`config.mk`:
```
export PLATFORM = sky130hd
export DESIGN_NAME = bf_block_packer_flat
export DESIGN_NICKNAME = d
export VERILOG_FILES = /design/src/rtl/bf_block_packer_pkg.sv /design/src/rtl/bf_block_packer_if.sv /design/src/rtl/bf_block_packer_fifo.sv /design/src/rtl/bf_block_packer.sv /design/src/flat_wrapper.sv
export SDC_FILE = /design/constraint.sdc
export NUM_CORES = 1
export LEC_CHECK = 0
export BUFFER_PORTS_ARGS = -buffer_cell sky130_fd_sc_hd__buf_2
export CORE_MARGIN = 2
export CORE_UTILIZATION = 49
export CTS_CLUSTER_DIAMETER = 80
export CTS_CLUSTER_SIZE = 28
export DETAILED_ROUTE_END_ITERATION = 7
export PLACE_DENSITY = 0.69
export RECOVER_POWER = 50
export SYNTH_ARGS = -nofsm -noshare
export SYNTH_HDL_FRONTEND = slang
export SYNTH_HIERARCHICAL = 1
export SYNTH_SLANG_ARGS = --single-unit
export TNS_END_PERCENT = 50
```
`constraint.sdc`:
```
create_clock -name clk -period 8 [get_ports clk]
set_input_delay 0.8 -clock clk [delete_from_list [all_inputs] [get_ports clk]]
set_output_delay 0.8 -clock clk [all_outputs]
set_load 0.02 [all_outputs]
```
`src/rtl/bf_block_packer_pkg.sv`:
```
`default_nettype none
// ============================================================================
// Module : bf_pkg
// Brief  : Shared types for the Blowfish block packer: half-block word,
//          64-bit block split into xL/xR, and the packer pairing phase.
// Rev    : 1.0  initial release
// ============================================================================
package bf_pkg;

  localparam int WORD_W = 32;

  typedef logic [WORD_W-1:0] bf_word_t;

  // xl occupies the upper half so {xl, xr} reads in arrival order
  typedef struct packed {
    bf_word_t xl;
    bf_word_t xr;
  } bf_block_t;

  // PH_XL: next word becomes xL; PH_XR: xL held, next word completes the block
  typedef enum logic {
    PH_XL = 1'b0,
    PH_XR = 1'b1
  } bf_phase_t;

endpackage
`default_nettype wire

```
`src/rtl/bf_block_packer_if.sv`:
```
`default_nettype none
// ============================================================================
// Module : bf_block_packer_if
// Brief  : Word-in / block-out stream bundle of the block packer.
//          master = word source and round stage, slave = packer.
// Rev    : 1.0  initial release
// ============================================================================
interface bf_block_packer_if #(
  parameter int WORD_W = bf_pkg::WORD_W
) ();

  logic [WORD_W-1:0] in_word;
  logic              in_valid;
  logic              in_ready;
  logic [WORD_W-1:0] out_xl;
  logic [WORD_W-1:0] out_xr;
  logic              out_valid;
  logic              out_ready;

  modport master (
    output in_word, in_valid, out_ready,
    input  in_ready, out_xl, out_xr, out_valid
  );

  modport slave (
    input  in_word, in_valid, out_ready,
    output in_ready, out_xl, out_xr, out_valid
  );

endinterface
`default_nettype wire

```
`src/rtl/bf_block_packer_fifo.sv`:
```
`default_nettype none
// ============================================================================
// Module : bf_block_fifo
// Brief  : DEPTH-entry queue of bf_block_t. Registered, no bypass. The head
//          output falls back to the last popped block while empty so the
//          round stage never sees stale queue contents.
// Rev    : 1.0  initial release
// ============================================================================
module bf_block_fifo
  import bf_pkg::*;
#(
  parameter int DEPTH = 2
) (
  input  wire logic                   clk,
  input  wire logic                   rst,
  input  wire logic                   clear,
  input  wire logic                   push,
  input  wire bf_block_t              push_blk,
  input  wire logic                   pop,
  output bf_block_t                   head_blk,
  output logic [$clog2(DEPTH):0]      count
);

  localparam int PTR_W = $clog2(DEPTH);
  localparam int QCW   = PTR_W + 1;

  bf_block_t        mem_q [DEPTH];
  bf_block_t        mem_d [DEPTH];
  bf_block_t        last_q, last_d;
  logic [PTR_W-1:0] wr_q, wr_d;
  logic [PTR_W-1:0] rd_q, rd_d;
  logic [QCW-1:0]   cnt_q, cnt_d;

  // Next-state: clear flushes pointers; otherwise apply push/pop independently
  always_comb begin
    mem_d  = mem_q;
    last_d = last_q;
    wr_d   = wr_q;
    rd_d   = rd_q;
    cnt_d  = cnt_q;
    if (clear) begin
      wr_d  = '0;
      rd_d  = '0;
      cnt_d = '0;
    end else begin
      if (push) begin
        mem_d[wr_q] = push_blk;
        wr_d        = wr_q + PTR_W'(1);
      end
      if (pop) begin
        last_d = mem_q[rd_q];
        rd_d   = rd_q + PTR_W'(1);
      end
      case ({push, pop})
        2'b10:   cnt_d = cnt_q + QCW'(1);
        2'b01:   cnt_d = cnt_q - QCW'(1);
        default: cnt_d = cnt_q;
      endcase
    end
  end

  // Queue storage and pointers, cleared asynchronously
  always_ff @(posedge clk or posedge rst) begin
    if (rst) begin
      for (int i = 0; i < DEPTH; i++) begin
        mem_q[i] <= '0;
      end
      last_q <= '0;
      wr_q   <= '0;
      rd_q   <= '0;
      cnt_q  <= '0;
    end else begin
      mem_q  <= mem_d;
      last_q <= last_d;
      wr_q   <= wr_d;
      rd_q   <= rd_d;
      cnt_q  <= cnt_d;
    end
  end

  assign head_blk = (cnt_q != '0) ? mem_q[rd_q] : last_q;
  assign count    = cnt_q;

endmodule
`default_nettype wire

```
`src/rtl/bf_block_packer.sv`:
```
`default_nettype none
// ============================================================================
// Module : bf_block_packer
// Brief  : Pairs consecutive 32-bit PIPO words into Blowfish blocks (xL first,
//          xR second), buffers them in a small queue for the round stage and
//          counts delivered blocks.
// Rev    : 1.0  initial release
// ============================================================================
module bf_block_packer
  import bf_pkg::*;
#(
  parameter int WORD_W = bf_pkg::WORD_W,
  parameter int DEPTH  = 2,
  parameter int CNT_W  = 16
) (
  input  wire logic         clk,
  input  wire logic         rst,
  input  wire logic         clear,
  bf_block_packer_if.slave  bus,
  output logic              phase,
  output logic [CNT_W-1:0]  blk_count
);

  localparam int QCW = $clog2(DEPTH) + 1;

  bf_phase_t         phase_q, phase_d;
  logic [WORD_W-1:0] hold_q, hold_d;
  logic [CNT_W-1:0]  blk_count_q, blk_count_d;

  logic              in_fire;
  logic              out_fire;
  logic              q_push;
  logic              q_pop;
  logic              q_full;
  logic [QCW-1:0]    q_count;
  bf_block_t         q_push_blk;
  bf_block_t         q_head;

  // Ready/valid: a full queue still takes the xR word when the head leaves
  // in the same cycle, keeping one block per two words under backpressure
  always_comb begin
    q_full        = (q_count == QCW'(DEPTH));
    bus.out_valid = (q_count != '0);
    bus.in_ready  = (phase_q == PH_XL) | ~q_full | (bus.out_valid & bus.out_ready);
    in_fire       = bus.in_valid & bus.in_ready;
    out_fire      = bus.out_valid & bus.out_ready;
    q_push        = in_fire & (phase_q == PH_XR) & ~clear;
    q_pop         = out_fire & ~clear;
    q_push_blk    = '{xl: hold_q, xr: bus.in_word};
    bus.out_xl    = q_head.xl;
    bus.out_xr    = q_head.xr;
  end

  // Pairing phase, xL hold register and delivered-block counter
  always_comb begin
    phase_d     = phase_q;
    hold_d      = hold_q;
    blk_count_d = blk_count_q;
    if (clear) begin
      phase_d = PH_XL;
      hold_d  = '0;
    end else begin
      if (in_fire) begin
        if (phase_q == PH_XL) begin
          hold_d  = bus.in_word;
          phase_d = PH_XR;
        end else begin
          phase_d = PH_XL;
        end
      end
      if (q_pop) begin
        blk_count_d = blk_count_q + CNT_W'(1);
      end
    end
  end

  // Packer state registers
  always_ff @(posedge clk or posedge rst) begin
    if (rst) begin
      phase_q     <= PH_XL;
      hold_q      <= '0;
      blk_count_q <= '0;
    end else begin
      phase_q     <= phase_d;
      hold_q      <= hold_d;
      blk_count_q <= blk_count_d;
    end
  end

  bf_block_fifo #(
    .DEPTH    (DEPTH)
  ) u_fifo (
    .clk      (clk),
    .rst      (rst),
    .clear    (clear),
    .push     (q_push),
    .push_blk (q_push_blk),
    .pop      (q_pop),
    .head_blk (q_head),
    .count    (q_count)
  );

  assign phase     = phase_q;
  assign blk_count = blk_count_q;

endmodule
`default_nettype wire

```
`src/flat_wrapper.sv`:
```
// flat-port wrapper written by rule: the top's interface ports become plain ports
module bf_block_packer_flat import bf_pkg::*;
#(
  parameter int WORD_W = bf_pkg::WORD_W,
  parameter int DEPTH  = 2,
  parameter int CNT_W  = 16
)
  (clk, rst, clear, phase, blk_count, bus_in_word, bus_in_valid, bus_out_ready, bus_in_ready, bus_out_xl, bus_out_xr, bus_out_valid);
  bf_block_packer_if #(.WORD_W(WORD_W)) bus_i ();
  input  wire logic clk;
  input  wire logic rst;
  input  wire logic clear;
  output logic phase;
  output logic [CNT_W-1:0] blk_count;
  input wire logic [$bits(bus_i.in_word)-1:0] bus_in_word;
  input wire logic [$bits(bus_i.in_valid)-1:0] bus_in_valid;
  input wire logic [$bits(bus_i.out_ready)-1:0] bus_out_ready;
  output wire logic [$bits(bus_i.in_ready)-1:0] bus_in_ready;
  output wire logic [$bits(bus_i.out_xl)-1:0] bus_out_xl;
  output wire logic [$bits(bus_i.out_xr)-1:0] bus_out_xr;
  output wire logic [$bits(bus_i.out_valid)-1:0] bus_out_valid;
  assign bus_i.in_word = bus_in_word;
  assign bus_i.in_valid = bus_in_valid;
  assign bus_i.out_ready = bus_out_ready;
  assign bus_in_ready = bus_i.in_ready;
  assign bus_out_xl = bus_i.out_xl;
  assign bus_out_xr = bus_i.out_xr;
  assign bus_out_valid = bus_i.out_valid;
  bf_block_packer #(.WORD_W(WORD_W), .DEPTH(DEPTH), .CNT_W(CNT_W)) u_core (.clk(clk), .rst(rst), .clear(clear), .bus(bus_i), .phase(phase), .blk_count(blk_count));
endmodule
```
==> impl_metrics.env <==
export IMPL_p_sw_share_pct=31.6
export IMPL_overflow=0
export IMPL_synth_avg_cell_area_um2=11.9
export IMPL_yosysWarnings=6
export IMPL_synth_net_count=958
export IMPL_endpoint_kind="async pin"
export IMPL_dieArea_um2=23500
export IMPL_syn_cell_area_um2=10900
export IMPL_min_period_ns=4.85
export IMPL_slew_viol_final=170
export IMPL_ys_types=38
export IMPL_grt_max_degree=129
export IMPL_critical_path_class="input port to async pin"
export IMPL_synthCells=920
export IMPL_core_um2=21800
export IMPL_setup_viol=0
export IMPL_worst_path_max_delay_cell="clkbuf_1"
export IMPL_final_cells=1291
export IMPL_layout_nets=1041
export IMPL_crit_start="rst"
export IMPL_timing_rr_start="u_core/phase$_DFFE_PP0P_"
export IMPL_setup_tns_final_ns=0
export IMPL_slowest_delay_ns=2.88
export IMPL_area_growth_pct=9.15
export IMPL_cts_buffer_depth=3
export IMPL_grt_setup_unrepaired="false"
export IMPL_p_per_area_nw_per_um2=255
export IMPL_htree_levels=1
export IMPL_antenna_found_initial=1
export IMPL_slew_headroom_pct=-169
export IMPL_fin_crit_sh_pct=60.6
export IMPL_io_pins=120
export IMPL_numCtsBuffers=14
export IMPL_cts_tree="built"
export IMPL_outcome="complete, but fails checks"
export IMPL_vias_per_cell=5.29
export IMPL_fmax_mhz=206
export IMPL_required_ns=7.67
export IMPL_synth_seq_cells=245
export IMPL_hold_viol=0
export IMPL_port_buffer_count=119
export IMPL_max_cap_violations=3
export IMPL_cts_resized=0
export IMPL_intPower_uw=2080
export IMPL_clock_sinks=245
export IMPL_grt_pass1_wl_um=37000
export IMPL_fp_dieW_um=153
export IMPL_die_y_um=153
export IMPL_rows=54
export IMPL_vias=6835
export IMPL_placed_cells=1267
export IMPL_cts_setup_buffers=0
export IMPL_clk_latency_ns=0.49
export IMPL_violations="max-capacitance violations, max-slew violations"
export IMPL_setup_worst_path_start_class="input port"
export IMPL_wire_per_inst_um=17.2
export IMPL_power_total_uw=3040
export IMPL_p_seq_share_pct=50.2
export IMPL_power_switching_uw=960
export IMPL_track_usage_pct=19.2
export IMPL_share_comb_of_total_power_pct=23.9
export IMPL_ys_seq_area_share_pct=56.2
export IMPL_hp_class="input port to async pin"
export IMPL_clk_pin_slew_ns=0.11
export IMPL_postCtsHoldBufs=0
export IMPL_routed_wl_um=22200
export IMPL_drt_first_pass_iters=5
export IMPL_leakagePower_uw=0.00560
export IMPL_drive_gt1_share_pct=26.4
export IMPL_start_util_pct=50.0
export IMPL_pwr_share_clk_pct=26.0
export IMPL_gp_congestion=0.714
export IMPL_crit_path_cell_trace="clkbuf_1 -> inv_8 -> clkbuf_1"
export IMPL_ant_nets=0
export IMPL_crit_fanout=121
export IMPL_worst_pin_slew_ns=4.04
export IMPL_drc=0
export IMPL_drtIter0Drc=394
export IMPL_path_common_cell="clkbuf_1"
export IMPL_cts_root_buf="clkbuf_16"
export IMPL_hpwl_um=13400
export IMPL_arrival_ns=4.51
export IMPL_clock_skew_ns=0.0186
export IMPL_grt_pass1_vias=6889
export IMPL_ir_drop_mv=0.159
[cell usage in the layout (no fill, tap or decap), types with 2 or more instances in the layout]
master     Yosys  routed
nor2_1        71      72
o21ai_0       63      63
xnor2_1       16      16
inv_8          0       3
nand2_1      136     136
xor2_1         3       3
buf_2         14      99
nand4_1        3       3
mux2i_1       64      64
dfrtp_1      245     244
o21ai_1        2       2
buf_4         10       6
clkbuf_1      21      23
mux2_2        69      69
a21oi_1       96      96
nor3b_1        2       2
mux2_4        60      60
nor3_1         1       3
clkbuf_16      0      15
nand3_1        7       7
[worst paths after layout]
check / endpoint / slack, ns / cells after the start
min in group clk: u_core/u_fifo/last_q[5]$_DFFE_PP0P_ / 0.49 / 2
max reg2reg: u_core/u_fifo/mem_q[123]$_DFFE_PP0P_ / 4.55 / 6
max in group clk: u_core/u_fifo/mem_q[123]$_DFFE_PP0P_ / 3.81 / 5
min: u_core/u_fifo/mem_q[39]$_DFFE_PP0P_ / 0.49 / 2
min reg2reg: u_core/u_fifo/last_q[5]$_DFFE_PP0P_ / 0.49 / 2
max: u_core/u_fifo/mem_q[84]$_DFFE_PP0P_ / 3.15 / 3
[cell usage after synthesis]
cell type  number  area [um2]
dfrtp_1       245        6130
nand2_1       136         510
a21oi_1        96         480
nor2_1         71         267
mux2_2         69         777
mux2i_1        64         641
o21ai_0        63         315
mux2_4         60         901
clkbuf_1       21        78.8
xnor2_1        16         140
buf_2          14        70.1
buf_4          10        75.1
buf_6           8        90.1
nand3_1         7        35.0
buf_12          6         120
inv_1           3        11.3
nand4_1         3        18.8
xor2_1          3        26.3
nand2b_1        2        12.5
nor2_2          2        12.5
nor3_4          2        32.5
nor3b_1         2        15.0
o21ai_1         2        10.0
and2_1          1        6.26
and3_1          1        6.26
and3b_2         1        10.0
and4_1          1        8.76
buf_1           1        3.75
ha_1            1        12.5
nand2b_4        1        13.8
nand3b_1        1        7.51
nand4_2         1        12.5
nand4bb_1       1        11.3
nor2b_1         1        6.26
nor3_1          1        5.00
nor3_2          1        10.0
nor3b_2         1        12.5
or2_2           1        6.26
[power by group through the flow]
stage / sequential (uW) / clock, uW / combinational (uW)
floorplan: 1520 / 0 / 537
global placement: 1540 / 0 / 725
detailed placement: 1540 / 0 / 741
CTS: 1520 / 816 / 742
global route: 1550 / 863 / 806
finish: 1520 / 789 / 725
[stage by stage]
| stage | util [%] | area (um2) | hold slack [ns] | setup slack (ns) |
|---|---|---|---|---|
| after detailed placement | 52.7 | 11500 | 0.471 | 3.91 |
| after global routing | 54.5 | 11900 | 0.518 | 2.21 |
| after floorplan | - | 10900 | 0.450 | 1.86 |
| after CTS | 54.8 | 12000 | 0.491 | 4.43 |
| final | 54.5 | 11900 | 0.487 | 3.15 |
| after global placement | 52.7 | 11500 | 0.460 | 3.99 |
[cells by family (layout without fill, tap and decap cells)]
logic type,after synthesis,count (layout),synth area share [%]
compound gates,161,161,7.39
xor+xnor,19,19,1.53
fa+ha+maj,1,1,0.115
buf+inv,63,153,4.12
flops,245,245,56.2
mux,193,193,21.3
other cells,0,1,0
simple gates,238,238,9.35
[flip-flops by register name, summed over array words and instances (netlist names)]
name and flops:
u_core/blk_count 16, u_core/u_fifo/last_q 64, u_core/u_fifo/wr_q 1, u_core/hold_q 32, u_core/u_fifo/mem_q 128, u_core/u_fifo/count 2, u_core/phase 1, u_core/u_fifo/rd_q 1
[critical path, delay by kind of cell]
kind | cells | cell delay [ns]
buffers and inverters | 3 | 3.57
[metal layers]
metal,vias to the layer above,GRT usage (%),wire length (um)
li1,3290,-,-
met1,3415,28.7,10800
met2,109,30.7,10300
met3,21,2.58,756
met4,0,3.13,299
met5,-,0,0
[area by class of cell]
type	count	area, um2
Sequential cell	245	6130
Inverter	3	18.8
Timing Repair Buffer	127	623
Multi-Input combinational cell	612	4320
Clock inverter	6	61.3
Antenna cell	1	2.50
Tap cell	280	350
Fill cell	1904	9920
Clock buffer	17	393
No activity file was read; power rests on OpenSTA's default activity.
